## src/rtl/aes_sched_pkg.sv

```systemverilog
// Shared types, constants and the Rcon helper for the AES round scheduler.
package aes_sched_pkg;

   localparam int             NUM_ROUNDS = 10;
   localparam logic [3:0]     ROUND_LAST = 4'(NUM_ROUNDS);
   localparam logic [7:0]     RCON_FIRST = 8'h01;
   localparam logic [7:0]     RCON_LAST  = 8'h36;

   // Tag width is parameterised per instance, so the tag travels beside the struct.
   typedef struct packed {
      logic       valid;
      logic [3:0] round;
      logic [7:0] rcon;
   } slot_t;

   // GF(2^8) doubling; walks the Rcon sequence 01,02,...,80,1B,36.
   function automatic logic [7:0] xtime(input logic [7:0] b);
      xtime = {b[6:0], 1'b0} ^ (b[7] ? 8'h1B : 8'h00);
   endfunction

endpackage

```

## src/rtl/aes_slot_tracker.sv

```systemverilog
// Shift register mirroring the datapath slots; entry 0 is the head, the last entry is the tail.
module aes_slot_tracker
   import aes_sched_pkg::*;
#(
   parameter int PIPE_DEPTH = 2,
   parameter int TAG_W      = 4
) (
   input  logic             clock,
   input  logic             resetn,
   input  logic             flush,
   input  slot_t            head_slot,
   input  logic [TAG_W-1:0] head_tag,
   output slot_t            tail_slot,
   output logic [TAG_W-1:0] tail_tag
);

   slot_t            slots [PIPE_DEPTH];
   logic [TAG_W-1:0] tags  [PIPE_DEPTH];

   // Advance every slot one stage per cycle, writing the head; reset and flush empty all slots.
   always_ff @(posedge clock or negedge resetn) begin
      if (!resetn) begin
         for (int i = 0; i < PIPE_DEPTH; i++) begin
            slots[i] <= '0;
            tags[i]  <= '0;
         end
      end else if (flush) begin
         for (int i = 0; i < PIPE_DEPTH; i++) begin
            slots[i] <= '0;
            tags[i]  <= '0;
         end
      end else begin
         slots[0] <= head_slot;
         tags[0]  <= head_tag;
         for (int i = 1; i < PIPE_DEPTH; i++) begin
            slots[i] <= slots[i-1];
            tags[i]  <= tags[i-1];
         end
      end
   end

   assign tail_slot = slots[PIPE_DEPTH-1];
   assign tail_tag  = tags[PIPE_DEPTH-1];

endmodule

```

## src/rtl/aes_round_scheduler.sv

```systemverilog
// Decides each cycle whether the round mux loads a new block or recirculates the tail block.
module aes_round_scheduler
   import aes_sched_pkg::*;
#(
   parameter int PIPE_DEPTH = 2,
   parameter int TAG_W      = 4,
   localparam int CNT_W     = $clog2(PIPE_DEPTH + 1)
) (
   input  logic             clock,
   input  logic             resetn,
   input  logic             in_valid,
   input  logic [TAG_W-1:0] in_tag,
   output logic             in_ready,
   input  logic             flush,
   output logic             mux_sel_new,
   output logic             mux_empty,
   output logic [7:0]       mux_rcon,
   output logic             mux_last_round,
   output logic             out_valid,
   output logic [TAG_W-1:0] out_tag,
   output logic [CNT_W-1:0] inflight
);

   slot_t            head_slot;
   slot_t            tail_slot;
   logic [TAG_W-1:0] head_tag;
   logic [TAG_W-1:0] tail_tag;
   logic             tail_done;
   logic             accept;
   logic             complete;

   aes_slot_tracker #(
      .PIPE_DEPTH (PIPE_DEPTH),
      .TAG_W      (TAG_W)
   ) u_tracker (
      .clock     (clock),
      .resetn    (resetn),
      .flush     (flush),
      .head_slot (head_slot),
      .head_tag  (head_tag),
      .tail_slot (tail_slot),
      .tail_tag  (tail_tag)
   );

   assign tail_done = tail_slot.valid && (tail_slot.round == ROUND_LAST);

   // Slot decision: recirculate an unfinished tail, otherwise offer the slot to the requester.
   always_comb begin
      in_ready    = 1'b1;
      mux_sel_new = 1'b1;
      mux_empty   = 1'b1;
      head_slot   = '0;
      head_tag    = '0;
      accept      = 1'b0;
      if (tail_slot.valid && !tail_done) begin
         mux_sel_new = 1'b0;
         in_ready    = 1'b0;
         if (!flush) begin
            mux_empty       = 1'b0;
            head_slot.valid = 1'b1;
            head_slot.round = tail_slot.round + 4'd1;
            head_slot.rcon  = xtime(tail_slot.rcon);
            head_tag        = tail_tag;
         end
      end else begin
         in_ready = !flush;
         if (in_valid && !flush) begin
            accept          = 1'b1;
            mux_empty       = 1'b0;
            head_slot.valid = 1'b1;
            head_slot.round = 4'd1;
            head_slot.rcon  = RCON_FIRST;
            head_tag        = in_tag;
         end
      end
      if (!resetn) begin
         in_ready    = 1'b1;
         mux_sel_new = 1'b1;
         mux_empty   = 1'b1;
         head_slot   = '0;
         head_tag    = '0;
         accept      = 1'b0;
      end
   end

   assign complete       = tail_done && !flush;
   assign out_valid      = complete;
   assign out_tag        = complete ? tail_tag : '0;
   assign mux_rcon       = head_slot.rcon;
   assign mux_last_round = head_slot.valid && (head_slot.round == ROUND_LAST);

   // Occupancy counter: admissions add, completions subtract, flush clears.
   always_ff @(posedge clock or negedge resetn) begin
      if (!resetn) begin
         inflight <= '0;
      end else if (flush) begin
         inflight <= '0;
      end else if (accept && !complete) begin
         inflight <= inflight + CNT_W'(1);
      end else if (complete && !accept) begin
         inflight <= inflight - CNT_W'(1);
      end
   end

endmodule

```

## config.mk

```make
export PLATFORM = sky130hd
export DESIGN_NAME = aes_round_scheduler
export DESIGN_NICKNAME = d
export VERILOG_FILES = /design/src/rtl/aes_sched_pkg.sv /design/src/rtl/aes_slot_tracker.sv /design/src/rtl/aes_round_scheduler.sv
export SDC_FILE = /design/constraint.sdc
export NUM_CORES = 1
export LEC_CHECK = 0
export CAP_MARGIN = 15
export CORE_UTILIZATION = 46
export DETAILED_ROUTE_END_ITERATION = 10
export PLACE_DENSITY_LB_ADDON = 0.05
export RECOVER_POWER = 50
export SLEW_MARGIN = 20
export SYNTH_ARGS = -nofsm -noshare
export SYNTH_HDL_FRONTEND = slang
export SYNTH_SLANG_ARGS = --single-unit
```

## constraint.sdc

```tcl
create_clock -name clock -period 1.7 [get_ports clock]
set_input_delay 0.425 -clock clock [delete_from_list [all_inputs] [get_ports clock]]
set_output_delay 0.425 -clock clock [all_outputs]
set_load 0.02 [all_outputs]
```

Word level (Yosys, flattened, before mapping)
Index checks and enable logic that the tools add are counted.
W data, S select, Z words.

storage, ports and cells
  logic and storage cells = 52
  bits in registers = 36
  output and inout bits = 19
  input bits = 8

operators by class
  mux-type cells = 25
  add/sub/neg operators = 3
  bitwise operators = 1
  equality and inequality tests = 2
  reduce and logical (&&, ||, !) cells = 12

operators by type and width
  kind                   number
  $mux W13               4
  $mux W26               1
  $mux W4                4
  $mux W1                11
  $eq A4 B4 Y1 const B   2
  $mux W8                1
  $xor A8 B5 Y8          1
  $logic_and A1 B1 Y1    7
  $mux W2                3
  $mux W5                1
  $add A4 B1 Y4 const B  1
  $logic_not A1 Y1       4
  $reduce_bool A3 Y1     1
  $add A2 B1 Y2 const B  1
  $sub A2 B1 Y2 const B  1

Longest topological paths before layout
Gate-level depths: netlist (run 1).

  depth after elaboration = 11
  gate-level depth with buffers = 8
  mapped depth without buffers = 6

Cells and area by module
A second synthesis (run 1) with hierarchy kept.

unflattened totals
  cells, all modules = 173
  area total of the unflattened synthesis = 1809.2 sq um

by module, submodules not included
  module               cells each  instances  area an instance (sq um)  sequential area each (sq um)
  aes_slot_tracker     88          1          1234.9                    850.8
  aes_round_scheduler  85          1          574.3                     50.0

Least setup slack after synthesis (run 1)
OpenSTA, ideal clock, no wires.

  kind = reg-to-output
  start = reg u_tracker.slots, in the netlist u_tracker.tail_slot[8]
  end = out in_ready
  data required time = 1.275 ns
  cell stages (with the launch flop) = 8
  slack = -0.376 ns
  buffers on the path = 2
  arrival time = 1.651 ns
  cells stage by stage = dfrtp_1 > inv_1 > ha_1 > nand3b_4 > and2_4 > buf_6 > buf_6 > o21ai_0

between the ends
  longest elaborated chain between the ends = 6

ends and longest elaborated chain
  element                           line                       RTL
  start: declaration                aes_slot_tracker.sv:17     slot_t slots [PIPE_DEPTH];
  start signal: indexed assignment  aes_slot_tracker.sv:36     slots[i] <= slots[i-1];
  $eq A4 B4 Y1                      aes_round_scheduler.sv:45  assign tail_done = tail_slot.valid && (tail_slot.round == ROUND_LAST);
  $logic_and A1 B1 Y1               aes_round_scheduler.sv:45
  $logic_not A1 Y1                  aes_round_scheduler.sv:55  if (tail_slot.valid && !tail_done) begin
  $logic_and A1 B1 Y1               aes_round_scheduler.sv:55
  $mux W1                           aes_round_scheduler.sv:55
  $mux W1                           aes_round_scheduler.sv:76  if (!resetn) begin
  end: declaration                  aes_round_scheduler.sv:13  output logic in_ready,

Every way passes these cells.

Worst setup path in the final report (run 1)
  start = reg u_tracker.slots, in the netlist u_tracker.tail_slot[9]
  end = out mux_last_round

between the ends
  longest elaborated chain between the ends = 8
  elaborated cells between the ends (all ways) = 10
  those cells by class = 1 x add/sub; 2 x eq/ne; 3 x mux; 4 x reduce/logical

ends and longest elaborated chain
  element                                                                line                       RTL
  parallel branches: the longest is 4 deep, another holds $add A4 B1 Y4  -
  $mux W13 *                                                             aes_round_scheduler.sv:55
  $mux W13 *                                                             aes_round_scheduler.sv:76
  $eq A4 B4 Y1                                                           aes_round_scheduler.sv:90  assign mux_last_round = head_slot.valid && (head_slot.round == ROUND_LAST);
  $logic_and A1 B1 Y1 *                                                  aes_round_scheduler.sv:90
  end: declaration                                                       aes_round_scheduler.sv:18  output logic mux_last_round,

Mark *: on every way between the ends.

==> results of run 1 <==
## through the flow
stage | hold WS (ns) | util [%] | power (mW) | std cells
floorplan | 0.129 | - | 0.946 | 139
global placement | 0.375 | 65.4 | 1.03 | 230
detailed placement | 0.375 | 65.4 | 1.03 | 230
CTS | 0.157 | 75.6 | 1.73 | 247
global route | 0.481 | 76.6 | 1.78 | 250
finish | 0.469 | 76.6 | 1.70 | 250
## how the worst min path moves through the flow
stage	start	end	slack, ns	depth (start not counted)
final	resetn	u_tracker.tail_slot[7]	0.47	3
after global routing	resetn	u_tracker.slots[24]	0.48	4
after detailed placement	resetn	inflight[0]	0.37	2
after global placement	resetn	inflight[0]	0.38	2
after floorplan	resetn	inflight[0]	0.13	0
after CTS	resetn	u_tracker.tail_tag[1]	0.16	3
## final cells by class
class / count / area [um2] / area share (%)
clock buffers: 7 / 65.1 / 2.72
clock inverters: 1 / 30.0 / 1.25
inverters: 2 / 7.51 / 0.313
multi-input cells: 94 / 721 / 30.1
flip-flops and latches: 36 / 901 / 37.6
well taps: 44 / 55.1 / 2.30
repair buffers: 66 / 616 / 25.7
## per-layer routing
metal / vias to the layer above / global-route usage [%] / wire length [um] / share of wire [%]
met1: 612 / 30.9 / 1610 / 43
met4: 0 / 14.0 / 54 / 1.5
met5: - / 0 / 0 / 0
met3: 6 / 4.76 / 122 / 3.3
met2: 30 / 40.6 / 1930 / 52
li1: 592 / - / - / -
## worst register-to-register path, delay by kind of cell (launching register included)
kind | cells | cell delay (ns)
buffers and inverters | 4 | 0.42
adders and majority gates | 1 | 0.18
and+or+nand+nor | 4 | 0.72
DFF | 1 | 0.42
## sequential cells by signal, summed over array words and instances (netlist names)
| name | count |
|---|---|
| u_tracker.tail_tag | 4 |
| u_tracker.tail_slot | 13 |
| u_tracker.slots | 13 |
| inflight | 2 |
| u_tracker.tags | 4 |
## power by group
part           total (mW)  internal [mW]  switching (mW)
combinational       0.164         0.0766          0.0878
sequential          0.872          0.866         0.00536
clock               0.669          0.390           0.278
## Yosys cell counts, types with 2 or more instances
master,number
nand4b_1,2
xnor2_1,5
nor3b_1,2
and2_2,4
o21ai_0,3
inv_1,2
clkbuf_1,4
nor2b_1,19
dfrtp_1,36
ha_1,2
nor2_1,10
nand3_1,6
nand2b_1,2
a21oi_1,6
and3_1,8
buf_6,2
nand2_1,12
## logic make-up after synthesis
kind of cell / share of synthesized area (%)
and+or+nand+nor: 29.6
DFF: 58.3
AOI/OAI and AO/OA: 3.81
buffers and inverters: 3.24
xor gates and xnor gates: 2.83
adders and majority gates: 1.62
muxes: 0.648
## placed cells by master (no fill, tap or decap), types with 3 or more instances in the layout
| master | netlist | layout |
|---|---|---|
| dlygate4sd2_1 | 0 | 3 |
| and3_1 | 8 | 4 |
| buf_4 | 0 | 27 |
| clkdlybuf4s50_1 | 0 | 5 |
| nor2_4 | 1 | 4 |
| and3_4 | 0 | 4 |
| nand3_1 | 6 | 6 |
| nor2_1 | 10 | 7 |
| a21oi_1 | 6 | 5 |
| clkbuf_1 | 4 | 3 |
| buf_6 | 2 | 24 |
| dfrtp_1 | 36 | 36 |
| clkbuf_4 | 0 | 5 |
| and2_4 | 1 | 5 |
| nor2b_1 | 19 | 19 |
| nand2_2 | 0 | 3 |
| nand2_1 | 12 | 7 |
| xnor2_1 | 5 | 5 |
## repair_timing
action	4_1_cts	5_1_grt
resized for setup	131	11
pin swaps	12	6
endpoints found under the hold margin	4	0
buffers inserted	7	5
gates cloned	1	0
endpoints found under the setup margin	20	17
hold buffers	2	0
==> results.md, run 1 <==
- Final Hold Viols: 0
- Final worst slack: -0.536 ns
- Final wirelength: 3.71 mm
- Measured slew at the worst slew-check pin: 0.938 ns
- Mean Syn Cell Area: 11.1 um2
- Post-route minimum period: 2.24 ns
- Layout Nets: 215
- Top-area cell type share of the netlist area: 58.3%
- Initial Util: 49.4%
- Synthesized instance count: 139
- Arrival @ worst endpoint: 1.81 ns
- Kind of critical path: reg2out
- DPL Wire Length: 2.32 mm
- Core footprint: 3130 um2
- Area grow syn2layout: 55.0%
- Failing checks: setup timing
- Final Cell Area: 2390 um2
- Final number of setup-violating endpoints: 19
- H-tree level count: 2
- DR pass1 iterations: 4
- Critical Path Start Type: register
- Max_cap viols: 0
- Async S/R FF share, synth: 100%
- Die area: 3600 um2
- Reg clk slew, reported paths: 0.11 ns
- Cell area after placement: 2050 um2
- Gr usage total: 24.9%
- Worst reg2reg path depth: 9
- Worst Hold Class: in2async
- CP endpoint kind: output port
- Total gr overflow: 0
- Ratio of cells with drive above 1 in the final layout: 42.2%
- Vias in the first global route: 1318
- Critical-path top delay cell: dfrtp_1
- Slew Limit Fails: 0
- Total CTS buffers: 5
- Io pins: 27
- Post-DR vias/cell: 4.96
- Slowest Stage Delay on Critical Path: 0.42 ns
- First-pass GRT wire length: 6.15 mm
- WP depth: 6
- Power density over cell area: 712 nW/um2
- # diodes: 0
- R2r setup slk: -0.09 ns
- RR Startpoint: u_tracker.tail_slot[9]
- Max_slew headroom: 37.5%
- WL per Instance: 14.8 um
- TritonCTS clock tree: built
- Post-synth top area cell: dfrtp_1
- CP Launch Point: u_tracker.tail_slot[9]
- Largest delay share family, worst path: simple AND/OR/NAND/NOR gates
- Ys Warns: 0
- Pre-CTS setup slack: -0.855 ns
- Synth top area cells: dfrtp_1 (58%), nor2b_1 (7.7%), and3_1 (3.2%)
- Clock buffer depth: 2
- Max VDD drop: 542 uV
- Register area share after synthesis: 58.3%
- LEAKAGE: 1.17 nW
- Register bit total from synthesis: 36
- Via count: 1240
- IO Port Bufs: 26
- Critical Path RT: 1.27 ns
- Die Width: 60.0 um
- Synth Flop Type: dfrtp_1
- Status: finished, violations left
- Syn Nets: 149
- Final setup TNS: -7.33 ns
- Clock Sink Count: 36
- Layout Skew: 0.00817 ns
- Gpl congestion: 0.763
- Worst R2R End: inflight[1]
- Post-synth cell types: 31
- Max Clock Freq: 447 MHz
- EDFF count, synth: 0
- Largest net degree at the start of global routing: 18
- Unrepaired setup endpoints after global routing: yes
- Initial antenna violation count: 0
- Period utilisation layout: 132%
- WP buf/inv: 1
- Root Driver: clkbuf_4
- Cell area after technology mapping: 1550 um2
- Final ANT Viol Nets: 0
- Fillers: 208
- DRC marker count from the first detailed-route iteration: 55
- Row count: 20
- Clk_lat worst skew: 0.33 ns
- Die Y: 60.0 um
- Crit-path max FO: 4
- Critical-path cell list: ha_4 -> nand3b_4 -> and2_4 -> mux2i_1 -> and4b_2 -> buf_6
- Residual DRC count: 0
- Setup crit end: mux_last_round
No activity file was read; power rests on OpenSTA's default activity.
==> run 2: changes to the inputs <==
--- a/config.mk
+++ b/config.mk
@@ -8,6 +8,7 @@
 export CAP_MARGIN = 15
 export CORE_UTILIZATION = 46
 export DETAILED_ROUTE_END_ITERATION = 10
+export GPL_TIMING_DRIVEN = 0
 export PLACE_DENSITY_LB_ADDON = 0.05
 export RECOVER_POWER = 50
 export SLEW_MARGIN = 20
==> results.md, run 2 (same netlist as run 1, synthesis figures left out) <==
- Status: finished, violations left
- Failing checks: setup timing
- Kind of critical path: reg2out
- Clock Sink Count: 36
- Power density over cell area: 655 nW/um2
- Ratio of cells with drive above 1 in the final layout: 40.4%
- Die Width: 60.0 um
- Cell area after placement: 1900 um2
- DPL Wire Length: 2.08 mm
- Most frequent cells in the layout: dfrtp_1 (36), buf_6 (22), nor2b_1 (18)
- Crit-path max FO: 2
- Die Y: 60.0 um
- Initial antenna violation count: 0
- Worst Hold Class: reg2reg
- H-tree level count: 2
- IO Port Bufs: 25
- Max_slew headroom: 43.2%
- WL per Instance: 14.8 um
- Layout Skew: 0.00242 ns
- Max_cap viols: 0
- Vias in the first global route: 1237
- Core footprint: 3130 um2
- Clock buffer depth: 2
- Total gr overflow: 0
- RR Startpoint: u_tracker.tail_slot[8]
- Residual DRC count: 0
- Pre-CTS setup slack: -1.39 ns
- DRC marker count from the first detailed-route iteration: 46
- R2r setup slk: 0.03 ns
- Max Clock Freq: 439 MHz
- Layout Nets: 207
- Reg clk slew, reported paths: 0.10 ns
- Measured slew at the worst slew-check pin: 0.850 ns
- Final ANT Viol Nets: 0
- Via count: 1225
- LEAKAGE: 1.13 nW
- Area grow syn2layout: 49.1%
- Die area: 3600 um2
- Global routing met2 resource utilization: 36.5%
- Row count: 20
- Unrepaired setup endpoints after global routing: yes
- Critical Path RT: 1.27 ns
- CP Launch Point: u_tracker.tail_slot[9]
- TritonCTS clock tree: built
- Initial Util: 49.4%
- Gpl congestion: 0.730
- # diodes: 0
- GR Util met3: 4.76%
- Io pins: 27
- Arrival @ worst endpoint: 1.85 ns
- Final number of setup-violating endpoints: 17
- Clk_lat worst skew: 0.33 ns
- Final setup TNS: -8.20 ns
- CP endpoint kind: output port
- First-pass GRT wire length: 5.89 mm
- M1 GR Usage: 30.7%
- Post-DR vias/cell: 5.06
- Gr usage total: 22.9%
- Total CTS buffers: 5
- Final wirelength: 3.57 mm
- Commonest non-fill, non-tap cell in the layout: dfrtp_1
- Final worst slack: -0.576 ns
- Critical Path Start Type: register
- Slew Limit Fails: 0
- Root Driver: clkbuf_4
- Worst R2R End: u_tracker.tags[7]
- Worst reg2reg path depth: 10
- Final Hold Viols: 0
- Largest net degree at the start of global routing: 20
- Setup crit end: mux_last_round
- Final Cell Area: 2300 um2
- GRT busiest layer: met2
- Post-route minimum period: 2.28 ns
- DR pass1 iterations: 4
- Period utilisation layout: 134%
- Max VDD drop: 601 uV
-- run 2: cell count changes in the layout (fill, tap and decap cells not counted), sizes merged --
cell           before  now
buf                53   42
clkbuf             10   12
clkinv              0    2
and2                5    6
bufinv              1    0
clkdlybuf4s50       5    4
-- run 2: area by class of cell --
cell class | instances | area [um2]
plain buffers | 6 | 43.8
clock buffers | 6 | 51.3
clock inverters | 2 | 10.0
fillers | 235 | 825
inverters | 2 | 7.51
multi-input cells | 95 | 739
flip-flops and latches | 36 | 901
well taps | 44 | 55.1
repair buffers | 51 | 495
-- run 2: worst min-delay path by stage --
stage                        startpoint                endpoint  slack (ns)  cells past startpoint
floorplan                        resetn             inflight[0]        0.13                      0
global placement    u_tracker.slots[22]  u_tracker.tail_slot[9]        0.44                      1
detailed placement               resetn             inflight[1]        0.40                      1
CTS                   u_tracker.tags[7]   u_tracker.tail_tag[3]        0.47                      1
global route        u_tracker.slots[18]  u_tracker.tail_slot[5]        0.50                      1
finish                u_tracker.tags[7]   u_tracker.tail_tag[3]        0.47                      1
-- run 2: timing repair --
| item | in CTS | in global routing |
|---|---|---|
| cloned | 1 | 0 |
| hold buffers | 2 | 0 |
| buffers inserted | 14 | 9 |
| hold endpoints to repair | 17 | 0 |
| gates resized for setup | 115 | 32 |
| endpoints found under the setup margin | 24 | 18 |
| pin swaps | 6 | 8 |
-- run 2: routing by layer --
metal | vias to the layer above | routed length, um
met2 | 32 | 1800
met4 | 0 | 30
met1 | 609 | 1570
met3 | 5 | 166
li1 | 579 | -
met5 | - | 0
-- run 2: critical path, cell delays in order, from the launching register on --
cell and delay (ns):
dfrtp_1 0.44, ha_4 0.19, or3b_4 0.38, a31oi_4 0.15, and4b_2 0.25, buf_6 0.11
-- run 2: stage by stage --
step	cells	total power, mW	hold WS (ns)	utilization, %
floorplan	139	0.946	0.129	-
global placement	208	1.00	0.444	59.9
detailed placement	209	1.01	0.404	60.6
CTS	233	1.51	0.470	68.2
global route	242	1.57	0.498	73.6
finish	242	1.51	0.469	73.6
-- run 2: power by group --
part	switching, mW	internal [mW]
logic	0.0877	0.0734
registers	0.00666	0.866
clock network	0.278	0.197
